**src/rtl/seg7_pkg.sv**
```systemverilog
// Shared seven-segment definitions for the BCD counter encoder and the display-side reader.
// Segment order is gfedcba in bits 6:0; bit 7 (decimal point) is never part of a digit code.
package seg7_pkg;

  localparam logic [6:0] SEG_0    = 7'h3F;
  localparam logic [6:0] SEG_1    = 7'h06;
  localparam logic [6:0] SEG_2    = 7'h5B;
  localparam logic [6:0] SEG_3    = 7'h4F;
  localparam logic [6:0] SEG_4    = 7'h66;
  localparam logic [6:0] SEG_5    = 7'h6D;
  localparam logic [6:0] SEG_6    = 7'h7D;
  localparam logic [6:0] SEG_7    = 7'h07;
  localparam logic [6:0] SEG_8    = 7'h7F;
  localparam logic [6:0] SEG_9    = 7'h6F;
  localparam logic [6:0] SEG_MASK = 7'h7F;

  typedef enum logic {
    EMPTY  = 1'b0,
    LOCKED = 1'b1
  } state_t;

  // Encoder table built from the same constants the decoder checks against.
  function automatic logic [6:0] seg7_encode(input logic [3:0] digit);
    case (digit)
      4'd0:    return SEG_0;
      4'd1:    return SEG_1;
      4'd2:    return SEG_2;
      4'd3:    return SEG_3;
      4'd4:    return SEG_4;
      4'd5:    return SEG_5;
      4'd6:    return SEG_6;
      4'd7:    return SEG_7;
      4'd8:    return SEG_8;
      4'd9:    return SEG_9;
      default: return 7'h00;
    endcase
  endfunction

endpackage

```
**src/rtl/seg7_reader_if.sv**
```systemverilog
// Segment-bus and status bundle between the counter's display outputs and the seg7_reader.
// master drives the segment patterns and sample enable; slave is the reader.
interface seg7_reader_if;

  logic       CE;
  logic [7:0] seg_lo;
  logic [7:0] seg_hi;
  logic [3:0] digit_lo;
  logic [3:0] digit_hi;
  logic       value_valid;
  logic       update;
  logic       step_err;
  logic       code_err;

  modport master (
    output CE, seg_lo, seg_hi,
    input  digit_lo, digit_hi, value_valid, update, step_err, code_err
  );

  modport slave (
    input  CE, seg_lo, seg_hi,
    output digit_lo, digit_hi, value_valid, update, step_err, code_err
  );

endinterface

```
**src/rtl/seg7_decode.sv**
```systemverilog
// Combinational seven-segment to BCD decoder; any code outside the ten digit shapes is illegal.
module seg7_decode
  import seg7_pkg::*;
(
  input  logic [6:0] code,
  output logic [3:0] digit,
  output logic       legal
);

  always_comb begin
    digit = 4'd0;
    legal = 1'b1;
    case (code & SEG_MASK)
      SEG_0:   digit = 4'd0;
      SEG_1:   digit = 4'd1;
      SEG_2:   digit = 4'd2;
      SEG_3:   digit = 4'd3;
      SEG_4:   digit = 4'd4;
      SEG_5:   digit = 4'd5;
      SEG_6:   digit = 4'd6;
      SEG_7:   digit = 4'd7;
      SEG_8:   digit = 4'd8;
      SEG_9:   digit = 4'd9;
      default: legal = 1'b0;
    endcase
  end

endmodule

```
**src/rtl/seg7_reader.sv**
```systemverilog
// Display-side monitor: debounces the two segment buses, decodes stable pairs back to BCD and
// flags illegal shapes and displayed values that do not advance by exactly +1 modulo 100.
module seg7_reader
  import seg7_pkg::*;
#(
  // Legal range 2..15.
  parameter int unsigned STABLE_CYCLES = 4
) (
  input logic          C,
  input logic          CLR,
  seg7_reader_if.slave bus
);

  localparam logic [3:0] CntMax    = 4'(STABLE_CYCLES);
  localparam logic [3:0] AcceptCnt = 4'(STABLE_CYCLES - 1);

  logic [13:0] in_pair;
  logic        unused_dp;
  logic [13:0] cand_q;
  logic [3:0]  cnt_q;
  state_t      state_q;
  logic [3:0]  digit_lo_q, digit_hi_q;
  logic        value_valid_q, update_q, step_err_q, code_err_q;

  logic [3:0]  dec_lo, dec_hi;
  logic        legal_lo, legal_hi;
  logic [3:0]  succ_lo, succ_hi;
  logic        same_pair, accept, is_held, is_succ;

  assign in_pair   = {bus.seg_hi[6:0], bus.seg_lo[6:0]};
  assign unused_dp = ^{bus.seg_hi[7], bus.seg_lo[7]};

  // At an accept the input equals cand, so decoding the live input is equivalent.
  seg7_decode u_dec_lo (
    .code  (in_pair[6:0]),
    .digit (dec_lo),
    .legal (legal_lo)
  );

  seg7_decode u_dec_hi (
    .code  (in_pair[13:7]),
    .digit (dec_hi),
    .legal (legal_hi)
  );

  assign same_pair = (cnt_q != 4'd0) && (in_pair == cand_q);
  // cnt saturates at CntMax, so the accept count is passed exactly once per stable run.
  assign accept    = bus.CE && same_pair && (cnt_q == AcceptCnt);

  always_comb begin
    succ_lo = digit_lo_q + 4'd1;
    succ_hi = digit_hi_q;
    if (digit_lo_q == 4'd9) begin
      succ_lo = 4'd0;
      succ_hi = (digit_hi_q == 4'd9) ? 4'd0 : digit_hi_q + 4'd1;
    end
  end

  assign is_held = (dec_hi == digit_hi_q) && (dec_lo == digit_lo_q);
  assign is_succ = (dec_hi == succ_hi) && (dec_lo == succ_lo);

  always_ff @(posedge C) begin
    if (CLR) begin
      cand_q        <= '0;
      cnt_q         <= '0;
      state_q       <= EMPTY;
      digit_lo_q    <= '0;
      digit_hi_q    <= '0;
      value_valid_q <= 1'b0;
      update_q      <= 1'b0;
      step_err_q    <= 1'b0;
      code_err_q    <= 1'b0;
    end else begin
      update_q <= 1'b0;

      if (bus.CE) begin
        if (same_pair) begin
          if (cnt_q != CntMax) cnt_q <= cnt_q + 4'd1;
        end else begin
          cand_q <= in_pair;
          cnt_q  <= 4'd1;
        end
      end

      if (accept) begin
        if (!(legal_lo && legal_hi)) begin
          code_err_q    <= 1'b1;
          value_valid_q <= 1'b0;
          state_q       <= EMPTY;
        end else if (state_q == EMPTY) begin
          digit_lo_q    <= dec_lo;
          digit_hi_q    <= dec_hi;
          value_valid_q <= 1'b1;
          update_q      <= 1'b1;
          state_q       <= LOCKED;
        end else if (!is_held) begin
          digit_lo_q <= dec_lo;
          digit_hi_q <= dec_hi;
          update_q   <= 1'b1;
          if (!is_succ) step_err_q <= 1'b1;
        end
      end
    end
  end

  assign bus.digit_lo    = digit_lo_q;
  assign bus.digit_hi    = digit_hi_q;
  assign bus.value_valid = value_valid_q;
  assign bus.update      = update_q;
  assign bus.step_err    = step_err_q;
  assign bus.code_err    = code_err_q;

endmodule

```
**src/flat_wrapper.sv**
```systemverilog
// flat-port wrapper written by rule: the top's interface ports become plain ports
module seg7_reader_flat import seg7_pkg::*;
#(
                       
  parameter int unsigned STABLE_CYCLES = 4
)
  (C, CLR, bus_CE, bus_seg_lo, bus_seg_hi, bus_digit_lo, bus_digit_hi, bus_value_valid, bus_update, bus_step_err, bus_code_err);
  seg7_reader_if bus_i ();
  input logic C;
  input logic CLR;
  input wire logic [$bits(bus_i.CE)-1:0] bus_CE;
  input wire logic [$bits(bus_i.seg_lo)-1:0] bus_seg_lo;
  input wire logic [$bits(bus_i.seg_hi)-1:0] bus_seg_hi;
  output wire logic [$bits(bus_i.digit_lo)-1:0] bus_digit_lo;
  output wire logic [$bits(bus_i.digit_hi)-1:0] bus_digit_hi;
  output wire logic [$bits(bus_i.value_valid)-1:0] bus_value_valid;
  output wire logic [$bits(bus_i.update)-1:0] bus_update;
  output wire logic [$bits(bus_i.step_err)-1:0] bus_step_err;
  output wire logic [$bits(bus_i.code_err)-1:0] bus_code_err;
  assign bus_i.CE = bus_CE;
  assign bus_i.seg_lo = bus_seg_lo;
  assign bus_i.seg_hi = bus_seg_hi;
  assign bus_digit_lo = bus_i.digit_lo;
  assign bus_digit_hi = bus_i.digit_hi;
  assign bus_value_valid = bus_i.value_valid;
  assign bus_update = bus_i.update;
  assign bus_step_err = bus_i.step_err;
  assign bus_code_err = bus_i.code_err;
  seg7_reader #(.STABLE_CYCLES(STABLE_CYCLES)) u_core (.C(C), .CLR(CLR), .bus(bus_i));
endmodule
```
**config.mk**
```make
export PLATFORM = sky130hd
export DESIGN_NAME = seg7_reader_flat
export DESIGN_NICKNAME = d
export VERILOG_FILES = /design/src/rtl/seg7_pkg.sv /design/src/rtl/seg7_reader_if.sv /design/src/rtl/seg7_decode.sv /design/src/rtl/seg7_reader.sv /design/src/flat_wrapper.sv
export SDC_FILE = /design/constraint.sdc
export NUM_CORES = 1
export LEC_CHECK = 0
export ABC_AREA = 1
export CORE_MARGIN = 2
export CORE_UTILIZATION = 40
export CTS_CLUSTER_DIAMETER = 200
export CTS_CLUSTER_SIZE = 10
export DETAILED_ROUTE_END_ITERATION = 8
export GPL_ROUTABILITY_DRIVEN = 0
export SETUP_SLACK_MARGIN = 0.15
export SLEW_MARGIN = 20
export SYNTH_ARGS = -nofsm -noshare
export SYNTH_HDL_FRONTEND = slang
export SYNTH_SLANG_ARGS = --single-unit
export TNS_END_PERCENT = 1
```
**constraint.sdc**
```tcl
create_clock -name C -period 3 [get_ports C]
set_clock_uncertainty 0.05 [all_clocks]
set_input_delay 0.3 -clock C [delete_from_list [all_inputs] [get_ports C]]
set_output_delay 0.3 -clock C [all_outputs]
set_load 0.01 [all_outputs]
```
==> metrics.txt <==
Mean Syn Cell Area=~6.2 um2; placed insts=457; critical path class=in -> reg; area delta synth->final=19.9%; commonest cells in the netlist=nand2_1, nor2_1, inv_1; reg-to-reg startpoint=u_core.cnt_q[0]; CTS tree=built; final hold vios=0; htree depth=2; IO Count=31; Final Cycle Share=80.1%; post-DP HPWL=between 3000 and 4000 um; cells on worst reg2reg path=11; VDD IR-drop max=204 uV; PwrDens=371 nW/um2; die area=6210 um2; Yosys reg bits=31; vias in the first global route=1986; Core Rows=27; Nets=413; Synth Warn #=0; Setup crit end=u_core.bus.digit_lo[3]; Post-Syn Area=2240 um2; Post-synth EDFFs=0; Synth cell types=31; Final setup viols=0; ranking of synthesized cells by area=dfxtp_1, nand2_1, nor2_1; beginning of the critical path=bus_seg_hi[6]; worst reg2reg path endpoint=u_core.bus.digit_hi[2]; cts hold-fix bufs=0; CTS Root Cell=clkbuf_8; Worst-Margin Slew=695 ps; Clk pin slew, worst setup/hold paths=60 ps; initial antenna violation count=0; r2r setup slk=820 ps; clock tree buffer depth=2; cells after synthesis=364; ys async rst share=0%; Vias=roughly 2300; core area=5470 um2; Post-Syn Nets=~390; starting density of the core=40.9%; share of layout cells above drive strength 1=8.14%; worst slack, placed=315 ps; largest net degree at the start of global routing=25; CP max FO=15; worst setup margin=598 ps; final core utilization=49.1%; Clock Latency Late Sink=280 ps; Final TNS setup=0 ps; WP data arrival=2520 ps; most common cell in the netlist=nand2_1; Total GRT Usage=between 10% and 20%; fillcell total=just under 600; first-pass GRT wire length=8650 um; CP startpoint kind=input port; number of max-cap violations=0; overflow left after global routing=0; post-DR wirelength/cell=around 11 um; Synth Flop Type=dfxtp_1; status=finished clean; Power Total=997 uW; min Tclk post-route=between 2000 and 2500 ps; Max transition margin=53.6%; WL final=5140 um; vias per std cell=4.94; Post-CTS Setup Bufs=0; die height=78.8 um; P_leak=roughly 1.2 nW; total CTS buffers=5; die width=78.8 um; DRC Markers=0; leading area contributor after synthesis=dfxtp_1; Fmax achieved=0.416 GHz; DR pass1 iterations=4; crit path capture type=register; critical path required time=approximately 3100 ps; final std cells w/o fill=465; sequential share of the synthesized area=27.7%; Hold Path Class=reg -> reg; port buffer count=28; post-CTS sizing=0; clock net sink count=31; post-synth top area share=27.7%; Final Max Slew Viols=0; diodes inserted=0; initial DRC count=96; HP Start=u_core.bus.code_err; DRT antenna net count=0; RSZ-0062 raised after global routing=no
==> layout by cell type (no fill, tap or decap) <==
cell | Yosys | final
nor3_4 | 1 | 1
nor2_2 | 6 | 6
nand3_1 | 31 | 31
xor2_1 | 9 | 9
o21ai_1 | 1 | 1
clkdlybuf4s50_1 | 0 | 28
a21oi_1 | 25 | 25
dfxtp_1 | 31 | 31
nor3_1 | 6 | 6
nand3_2 | 1 | 1
nand2_1 | 83 | 83
a211oi_1 | 1 | 1
o21bai_2 | 1 | 1
nor3b_1 | 1 | 1
inv_1 | 39 | 39
nand3b_1 | 4 | 4
o211ai_1 | 1 | 1
bufinv_16 | 0 | 1
nand2_2 | 7 | 7
nor2_1 | 54 | 54
ha_1 | 2 | 2
clkbuf_8 | 0 | 6
o21ai_0 | 24 | 24
clkinv_2 | 0 | 1
xnor2_1 | 10 | 10
inv_2 | 3 | 3
and2_4 | 1 | 1
nand4_1 | 10 | 10
buf_4 | 1 | 4
and3_1 | 1 | 1
==> stage by stage <==
stage / instance area, um2 / hold WS [ps]
finish: 2690 / 398
global route: 2690 / 428
CTS: 2690 / 402
detailed placement: 2570 / 393
global placement: 2570 / 396
floorplan: 2240 / 319
==> power by group <==
group          leakage, nW  switching, mW  total [mW]  internal [mW]
registers            0.254        0.00850       0.434          0.426
logic                0.886         0.0786       0.137         0.0589
clock network       0.0612          0.157       0.426          0.269
==> flip-flops by register name, indices dropped and copies added, names as in the netlist <==
| signal | cells |
|---|---|
| u_core.cand_q | 14 |
| u_core.bus.digit_hi | 4 |
| u_core.bus.digit_lo | 4 |
| u_core.cnt_q | 4 |
| u_core.bus.code_err | 1 |
| u_core.bus.step_err | 1 |
| u_core.bus.update | 1 |
| u_core.bus.value_valid | 1 |
| u_core.state_q | 1 |
==> area by class of cell <==
type | count | area (um2) | share of cell area (%)
multi-input combinational | 280 | 1390 | 51.7
sequential | 31 | 621 | 23.1
tap | 72 | 90.1 | 3.35
timing repair buffer | 32 | 310 | 11.6
inverter | 42 | 158 | 5.87
clock inverter | 2 | 35.0 | 1.30
clock buffer | 6 | 82.6 | 3.07
==> how the worst min path moves through the flow <==
| stage | endpoint | depth (start not counted) |
|---|---|---|
| 5_1_grt | u_core.bus.code_err | 2 |
| 2_1_floorplan | u_core.bus.code_err | 1 |
| 6_report | u_core.bus.code_err | 2 |
| 3_3_place_gp | u_core.bus.code_err | 2 |
| 4_1_cts | u_core.bus.code_err | 2 |
| 3_5_place_dp | u_core.bus.code_err | 2 |
==> routing by layer <==
layer	part of all wire, %	vias up	global-route usage (%)
met3	4.4	6	3.30
met4	1.2	0	5.34
li1	-	1229	-
met5	0	-	0
met1	50	1013	23.1
met2	44	47	28.1
==> kinds of logic (layout without fill, tap and decap cells) <==
logic type               after synthesis  after routing  share of synthesized area, %
AND/OR/NAND/NOR                      206            206                          41.2
buffers and inverters                 53             82                          10.2
adder cells (fa/ha/maj)                2              2                          1.12
AO/OA/AOI/OAI                         53             53                          12.3
XOR/XNOR                              19             19                          7.43
flip-flops                            31             31                          27.7
==> worst max-delay path, cell delays in order <==
cell,delay [ps]
clkdlybuf4s50_1,570
nor3_1,320
nand2_1,120
nand2_2,100
inv_1,50
nand2_1,50
nand2_1,40
nand2_1,60
nand3_1,60
nor2_1,180
nand3_2,290
nand2_1,210
nand2_1,60
nand2_1,50
nor2_1,40
Note: power is estimated with default switching activity, not from simulation.
